--- config.mk ---
export PLATFORM = sky130hd
export DESIGN_NAME = vga_sync_gen_flat
export DESIGN_NICKNAME = d
export VERILOG_FILES = /design/src/rtl/vga_sync_gen_if.sv /design/src/rtl/vga_sync_gen.sv /design/src/flat_wrapper.sv
export SDC_FILE = /design/constraint.sdc
export NUM_CORES = 1
export LEC_CHECK = 0
export BUFFER_PORTS_ARGS = -buffer_cell sky130_fd_sc_hd__buf_4
export CORE_ASPECT_RATIO = 0.7
export CORE_UTILIZATION = 48
export CTS_BUF_LIST = sky130_fd_sc_hd__clkbuf_8 sky130_fd_sc_hd__clkbuf_16
export CTS_CLUSTER_DIAMETER = 120
export DETAILED_ROUTE_END_ITERATION = 8
export PLACE_DENSITY = 0.73
export SLEW_MARGIN = 40
export SYNTH_ARGS = -nofsm -noshare
export SYNTH_HDL_FRONTEND = slang
export SYNTH_SLANG_ARGS = --single-unit
export TNS_END_PERCENT = 5
--- constraint.sdc ---
create_clock -name clk -period 1.7 [get_ports clk]
set_clock_uncertainty 0.1 [all_clocks]
set_input_delay 0.085 -clock clk [delete_from_list [all_inputs] [get_ports clk]]
set_output_delay 0.085 -clock clk [all_outputs]
set_load 0.02 [all_outputs]
--- src/rtl/vga_sync_gen_if.sv ---
// Timing outputs of vga_sync_gen bundled for the video path.
// frame_cnt exists only when VGA_FRAME_CNT_EN is defined.
interface vga_sync_gen_if;
    logic       p_tick;
    logic [9:0] pixel_x;
    logic [9:0] pixel_y;
    logic       hsync;
    logic       vsync;
    logic       video_on;
    logic       frame_start;
`ifdef VGA_FRAME_CNT_EN
    logic [7:0] frame_cnt;
`endif

    modport master (
        output p_tick, pixel_x, pixel_y, hsync, vsync, video_on, frame_start
`ifdef VGA_FRAME_CNT_EN
        , output frame_cnt
`endif
    );

    modport slave (
        input p_tick, pixel_x, pixel_y, hsync, vsync, video_on, frame_start
`ifdef VGA_FRAME_CNT_EN
        , input frame_cnt
`endif
    );
endinterface

--- src/rtl/vga_sync_gen.sv ---
// VGA timing generator: pixel-tick divider, H/V scan counters and registered sync decode.
// Optional 8-bit frame counter enabled by defining VGA_FRAME_CNT_EN.
module vga_sync_gen #(
    parameter int unsigned H_DISPLAY = 640,
    parameter int unsigned H_FRONT   = 16,
    parameter int unsigned H_SYNC    = 96,
    parameter int unsigned H_BACK    = 48,
    parameter int unsigned V_DISPLAY = 480,
    parameter int unsigned V_FRONT   = 10,
    parameter int unsigned V_SYNC    = 2,
    parameter int unsigned V_BACK    = 33,
    parameter int unsigned TICK_DIV  = 4
) (
    input  logic          clk,
    input  logic          reset_n,
    vga_sync_gen_if.master vga
);
    localparam int unsigned H_TOTAL = H_DISPLAY + H_FRONT + H_SYNC + H_BACK;
    localparam int unsigned V_TOTAL = V_DISPLAY + V_FRONT + V_SYNC + V_BACK;
    localparam int unsigned DIV_W   = (TICK_DIV > 1) ? $clog2(TICK_DIV) : 1;

    localparam logic [9:0] X_LAST   = 10'(H_TOTAL - 1);
    localparam logic [9:0] Y_LAST   = 10'(V_TOTAL - 1);
    localparam logic [9:0] HS_FIRST = 10'(H_DISPLAY + H_FRONT);
    localparam logic [9:0] HS_LAST  = 10'(H_DISPLAY + H_FRONT + H_SYNC - 1);
    localparam logic [9:0] VS_FIRST = 10'(V_DISPLAY + V_FRONT);
    localparam logic [9:0] VS_LAST  = 10'(V_DISPLAY + V_FRONT + V_SYNC - 1);
    localparam logic [9:0] H_VIS    = 10'(H_DISPLAY);
    localparam logic [9:0] V_VIS    = 10'(V_DISPLAY);

    if (H_TOTAL > 1024 || V_TOTAL > 1024 || TICK_DIV < 1) begin : g_param_check
        $error("vga_sync_gen: totals must be <= 1024 and TICK_DIV >= 1");
    end

    logic [DIV_W-1:0] div_cnt_q, div_cnt_d;
    logic [9:0]       pixel_x_q, pixel_x_d;
    logic [9:0]       pixel_y_q, pixel_y_d;
    logic             hsync_q, hsync_d;
    logic             vsync_q, vsync_d;
    logic             video_on_q, video_on_d;
    logic             frame_start_q, frame_start_d;
    logic             at_origin_q, at_origin_d;
    logic             p_tick;
    logic             at_origin;

    assign p_tick    = (div_cnt_q == DIV_W'(TICK_DIV - 1));
    assign at_origin = (pixel_x_q == '0) && (pixel_y_q == '0);

    always_comb begin
        div_cnt_d = p_tick ? '0 : div_cnt_q + 1'b1;
        pixel_x_d = pixel_x_q;
        pixel_y_d = pixel_y_q;
        if (p_tick) begin
            if (pixel_x_q == X_LAST) begin
                pixel_x_d = '0;
                pixel_y_d = (pixel_y_q == Y_LAST) ? '0 : pixel_y_q + 10'd1;
            end else begin
                pixel_x_d = pixel_x_q + 10'd1;
            end
        end
    end

    // at_origin_q resets to 1 so the (0,0) entered from reset does not count as a new frame
    always_comb begin
        hsync_d       = !((pixel_x_q >= HS_FIRST) && (pixel_x_q <= HS_LAST));
        vsync_d       = !((pixel_y_q >= VS_FIRST) && (pixel_y_q <= VS_LAST));
        video_on_d    = (pixel_x_q < H_VIS) && (pixel_y_q < V_VIS);
        frame_start_d = at_origin && !at_origin_q;
        at_origin_d   = at_origin;
    end

    always_ff @(posedge clk or negedge reset_n) begin
        if (!reset_n) begin
            div_cnt_q     <= '0;
            pixel_x_q     <= '0;
            pixel_y_q     <= '0;
            hsync_q       <= 1'b1;
            vsync_q       <= 1'b1;
            video_on_q    <= 1'b0;
            frame_start_q <= 1'b0;
            at_origin_q   <= 1'b1;
        end else begin
            div_cnt_q     <= div_cnt_d;
            pixel_x_q     <= pixel_x_d;
            pixel_y_q     <= pixel_y_d;
            hsync_q       <= hsync_d;
            vsync_q       <= vsync_d;
            video_on_q    <= video_on_d;
            frame_start_q <= frame_start_d;
            at_origin_q   <= at_origin_d;
        end
    end

`ifdef VGA_FRAME_CNT_EN
    logic [7:0] frame_cnt_q, frame_cnt_d;
    logic       frame_wrap;

    assign frame_wrap = p_tick && (pixel_x_q == X_LAST) && (pixel_y_q == Y_LAST);

    always_comb begin
        frame_cnt_d = frame_wrap ? frame_cnt_q + 8'd1 : frame_cnt_q;
    end

    always_ff @(posedge clk or negedge reset_n) begin
        if (!reset_n) frame_cnt_q <= '0;
        else          frame_cnt_q <= frame_cnt_d;
    end

    assign vga.frame_cnt = frame_cnt_q;
`endif

    assign vga.p_tick      = p_tick;
    assign vga.pixel_x     = pixel_x_q;
    assign vga.pixel_y     = pixel_y_q;
    assign vga.hsync       = hsync_q;
    assign vga.vsync       = vsync_q;
    assign vga.video_on    = video_on_q;
    assign vga.frame_start = frame_start_q;
endmodule

--- src/flat_wrapper.sv ---
// flat-port wrapper written by rule: the top's interface ports become plain ports
module vga_sync_gen_flat 
#(
    parameter int unsigned H_DISPLAY = 640,
    parameter int unsigned H_FRONT   = 16,
    parameter int unsigned H_SYNC    = 96,
    parameter int unsigned H_BACK    = 48,
    parameter int unsigned V_DISPLAY = 480,
    parameter int unsigned V_FRONT   = 10,
    parameter int unsigned V_SYNC    = 2,
    parameter int unsigned V_BACK    = 33,
    parameter int unsigned TICK_DIV  = 4
)
  (clk, reset_n, vga_p_tick, vga_pixel_x, vga_pixel_y, vga_hsync, vga_vsync, vga_video_on, vga_frame_start);
  vga_sync_gen_if vga_i ();
  input  logic clk;
  input  logic reset_n;
  output wire logic [$bits(vga_i.p_tick)-1:0] vga_p_tick;
  output wire logic [$bits(vga_i.pixel_x)-1:0] vga_pixel_x;
  output wire logic [$bits(vga_i.pixel_y)-1:0] vga_pixel_y;
  output wire logic [$bits(vga_i.hsync)-1:0] vga_hsync;
  output wire logic [$bits(vga_i.vsync)-1:0] vga_vsync;
  output wire logic [$bits(vga_i.video_on)-1:0] vga_video_on;
  output wire logic [$bits(vga_i.frame_start)-1:0] vga_frame_start;
  assign vga_p_tick = vga_i.p_tick;
  assign vga_pixel_x = vga_i.pixel_x;
  assign vga_pixel_y = vga_i.pixel_y;
  assign vga_hsync = vga_i.hsync;
  assign vga_vsync = vga_i.vsync;
  assign vga_video_on = vga_i.video_on;
  assign vga_frame_start = vga_i.frame_start;
  vga_sync_gen #(.H_DISPLAY(H_DISPLAY), .H_FRONT(H_FRONT), .H_SYNC(H_SYNC), .H_BACK(H_BACK), .V_DISPLAY(V_DISPLAY), .V_FRONT(V_FRONT), .V_SYNC(V_SYNC), .V_BACK(V_BACK), .TICK_DIV(TICK_DIV)) u_core (.clk(clk), .reset_n(reset_n), .vga(vga_i));
endmodule
==> impl_metrics.py <==
metrics = {
    "run_status": {
        "outcome": "finished, final reports clean",
    },
    "synthesis": {
        "synth_edf_count": 0,
        "yosysMostFrequentCell": "dfrtp_1",
        "ys_seq_area_share_pct": 49.8,
        "synth_seq_cells": 27,
        "synth_area_sq_mm": 0.00136,
        "avgSynthCellArea_sq_um": 10.7,
        "syn-num-nets": 134,
        "ys_top_cells_by_count": "dfrtp_1 (24), nand4_1 (10), nand2_1 (7), nor2_1 (7)",
        "ys_types": 43,
        "ys.flop_type": "dfrtp_1",
        "synthCells": 127,
        "synth_top_area_share_pct": 44.0,
        "yosysTopAreaCell": "dfrtp_1",
        "ys_top_cells_by_area": "dfrtp_1 (44%), dfstp_2 (5.8%), ha_1 (4.6%)",
        "ys.warnings.count": 0,
        "postSynth.asyncResetShare_pct": 100,
    },
    "critical_path": {
        "r2r.worst_path.cells": 5,
        "worstPathArrival_ns": 1.74,
        "end_kind": "register",
        "cp_max_fo": 6,
        "worst_r2r_endpoint": "u_core.vga.pixel_x[9]$_DFFE_PN0P_",
        "path_depth": 5,
        "path_cells": "ha_4 > and3_4 > nand3_1 > o211a_1 > or3_1",
        "worst-path-buf-inv": 0,
        "slowest_delay_ns": 0.40,
        "cp_slowest_cell": "dfrtp_1",
        "rr_startpoint": "u_core.div_cnt_q[0]$_DFF_PN0_",
        "cpLargestDelayFamily": "simple AND/OR/NAND/NOR gates",
        "crit_required_ns": 1.77,
        "critPathKind": "reg2reg",
        "rrSetupSlack_ns": 0.02,
        "cp-start-kind": "register",
    },
    "die": {
        "core_sq_mm": 0.00257,
        "die-area_sq_mm": 0.00306,
        "start_util_pct": 53.0,
        "rows": 15,
        "die_w_um": 65.7,
        "dieHeight_um": 46.6,
        "pin_count": 27,
    },
    "pwr": {
        "seqPwrFrac_pct": 62.8,
        "leakagePower_uw": 0.000840,
        "internal_power_uw": 810,
        "netSwitchingPower_uw": 212,
        "ir_worst_vdd_mv": 0.515,
        "p_comb_share_pct": 1.5,
        "p_clk_share_pct": 35.7,
        "powerDensity_mw_per_mm2": 557,
        "switching_share_pct": 20.8,
    },
    "sta": {
        "hold_slack_ns": 0.142,
        "clock.fmax_ghz": 0.596,
        "rsz0062_at_grt": "true",
        "final_max_slew_viol_count": 0,
        "hold_viol_final": 0,
        "tightestPinTransition_ns": 0.346,
        "finalSetupViolCount": 0,
        "slew_headroom_pct": 76.9,
        "timing.final.crit_share_pct": 98.7,
        "fin_crit_ns": 1.68,
    },
    "clock_network": {
        "cts_buffers": 3,
        "cts_tree": "done",
        "clkSlewWorstSetupHoldPaths_ns": 0.09,
        "clock_latency_ns": 0.28,
        "post_cts.repair.setup_buffers": 0,
        "clk_path_buf_depth": 2,
        "cts_root_buf": "clkbuf_8",
        "cts.sinks": 27,
        "htree_num_levels": 1,
    },
    "finish": {
        "multi_input_comb_area_sq_um": 698,
        "n_fill_cell": 177,
        "drive_above_1_share_pct": 41.9,
        "nets": 180,
        "regArea_sq_um": 683,
        "antennaDiodeCount": 0,
        "final_area_sq_mm": 0.00183,
        "area_growth_pct": 34.4,
        "final_cells": 206,
    },
    "detailed_routing": {
        "dr_total_vias": 1210,
        "avgViaCountPerCell": 5.87,
        "wl_per_cell_um": 17.0,
        "ant_nets": 0,
        "wl_mm": 3.50,
        "drt_iter0_markers": 81,
        "drt_pass1_iterations": 4,
        "drc": 0,
    },
    "global_routing": {
        "grt_usage_pct": 25.2,
        "grt_pass1_vias": 1098,
        "grt_pass1_wl_mm": 5.52,
        "antenna_found_initial": 0,
        "grt_max_degree": 28,
        "overflow": 0,
    },
    "placed_design": {
        "dp.final_hpwl_mm": 2.55,
        "port_buffers": 26,
        "post-place-cells": 201,
        "dpl-instance-area_sq_mm": 0.00173,
        "gp_congestion": 0.848,
    },
    "flow_run": {
        "maxCapViolations": 0,
    },
    "worst_hold_path": {
        "hold_path_class": "in2async",
    },
}
[sequential cells by signal, indices dropped and copies added (netlist names)]
signal	flops
u_core.at_origin_q	1
u_core.vga.video_on	1
u_core.vga.pixel_y	10
u_core.vga.frame_start	1
u_core.vga.hsync	1
u_core.vga.pixel_x	10
u_core.vga.vsync	1
u_core.div_cnt_q	2
[metrics by stage]
stage | setup TNS (ns) | worst slack [ns] | total power, uW | utilization (%)
final | 0 | 0.0229 | 1020 | 71.3
after global routing | -0.199 | -0.0508 | 1060 | 71.3
after CTS | -0.0320 | -0.0149 | 1030 | 69.6
after detailed placement | -0.0509 | -0.0193 | 669 | 67.3
after global placement | 0 | 0.00673 | 669 | 67.3
after floorplan | -0.0452 | -0.0257 | 655 | -
[power groups by stage]
stage / clock [uW] / combinational [uW] / sequential, uW
final: 364 / 15.3 / 642
after detailed placement: 0 / 14.7 / 654
after global placement: 0 / 14.4 / 654
after floorplan: 0 / 0.000245 / 655
after global routing: 396 / 18.6 / 642
after CTS: 372 / 16.6 / 642
[timing repair]
item,in CTS,in global routing
resized for setup,2,9
hold buffers,1,0
hold endpoints to repair,27,0
setup endpoints to repair,5,11
pin swaps,0,1
[worst max-delay path by stage]
stage | startpoint | end | slack (ns)
floorplan | u_core.vga.pixel_y[0]$_DFFE_PN0P_ | u_core.vga.pixel_y[0]$_DFFE_PN0P_ | -0.03
global route | u_core.vga.pixel_x[7]$_DFFE_PN0P_ | u_core.vga.pixel_y[6]$_DFFE_PN0P_ | -0.05
CTS | u_core.vga.pixel_x[0]$_DFFE_PN0P_ | u_core.vga.pixel_y[2]$_DFFE_PN0P_ | -0.01
detailed placement | u_core.vga.pixel_x[7]$_DFFE_PN0P_ | u_core.vga.pixel_y[6]$_DFFE_PN0P_ | -0.02
finish | u_core.div_cnt_q[0]$_DFF_PN0_ | u_core.vga.pixel_x[9]$_DFFE_PN0P_ | 0.02
global placement | u_core.vga.pixel_x[7]$_DFFE_PN0P_ | u_core.vga.pixel_y[9]$_DFFE_PN0P_ | 0.007
[worst register-to-register path, delay by kind of cell, from the launching register on]
| family | cells | cell delay [ns] |
|---|---|---|
| compound gates | 1 | 0.24 |
| flops | 1 | 0.40 |
| simple gates | 3 | 0.66 |
| fa+ha+maj | 1 | 0.18 |
[kinds of logic (layout without fill, tap and decap cells)]
logic type                 after synthesis  in the layout  synth area share [%]
AOI/OAI and AO/OA                       16             16                  7.98
xor gates and xnor gates                10             10                  6.42
adders and majority gates                5              5                  4.59
buffers and inverters                   10             55                  3.67
DFF                                     27             27                  49.8
muxes                                    2              2                  1.56
and+or+nand+nor                         57             57                  26.0
[metal layers]
metal / GRT usage (%) / up-vias / wire (um)
li1: - / 555 / -
met1: 35.0 / 603 / 1630
met2: 39.6 / 48 / 1640
met3: 6.19 / 4 / 203
met4: 6.96 / 0 / 22
met5: 0 / - / 0
[cell type report]
class | instances | area share, %
multi-input combinational | 90 | 38.1
clock inverter | 1 | 0.273
sequential | 27 | 37.3
clock buffer | 3 | 2.25
timing repair buffer | 45 | 18.6
tap | 34 | 2.32
inverter | 6 | 1.23
[layout by cell type, fill, tap and decap left out, types with 4 or more instances in the layout]
master / instances
inv_1: 6
nand4_1: 10
dfrtp_1: 21
xnor2_1: 6
buf_4: 44
nor2_1: 7
xor2_1: 4
nand2_1: 7
nand3_1: 6
(Power assumes the default switching activity.)
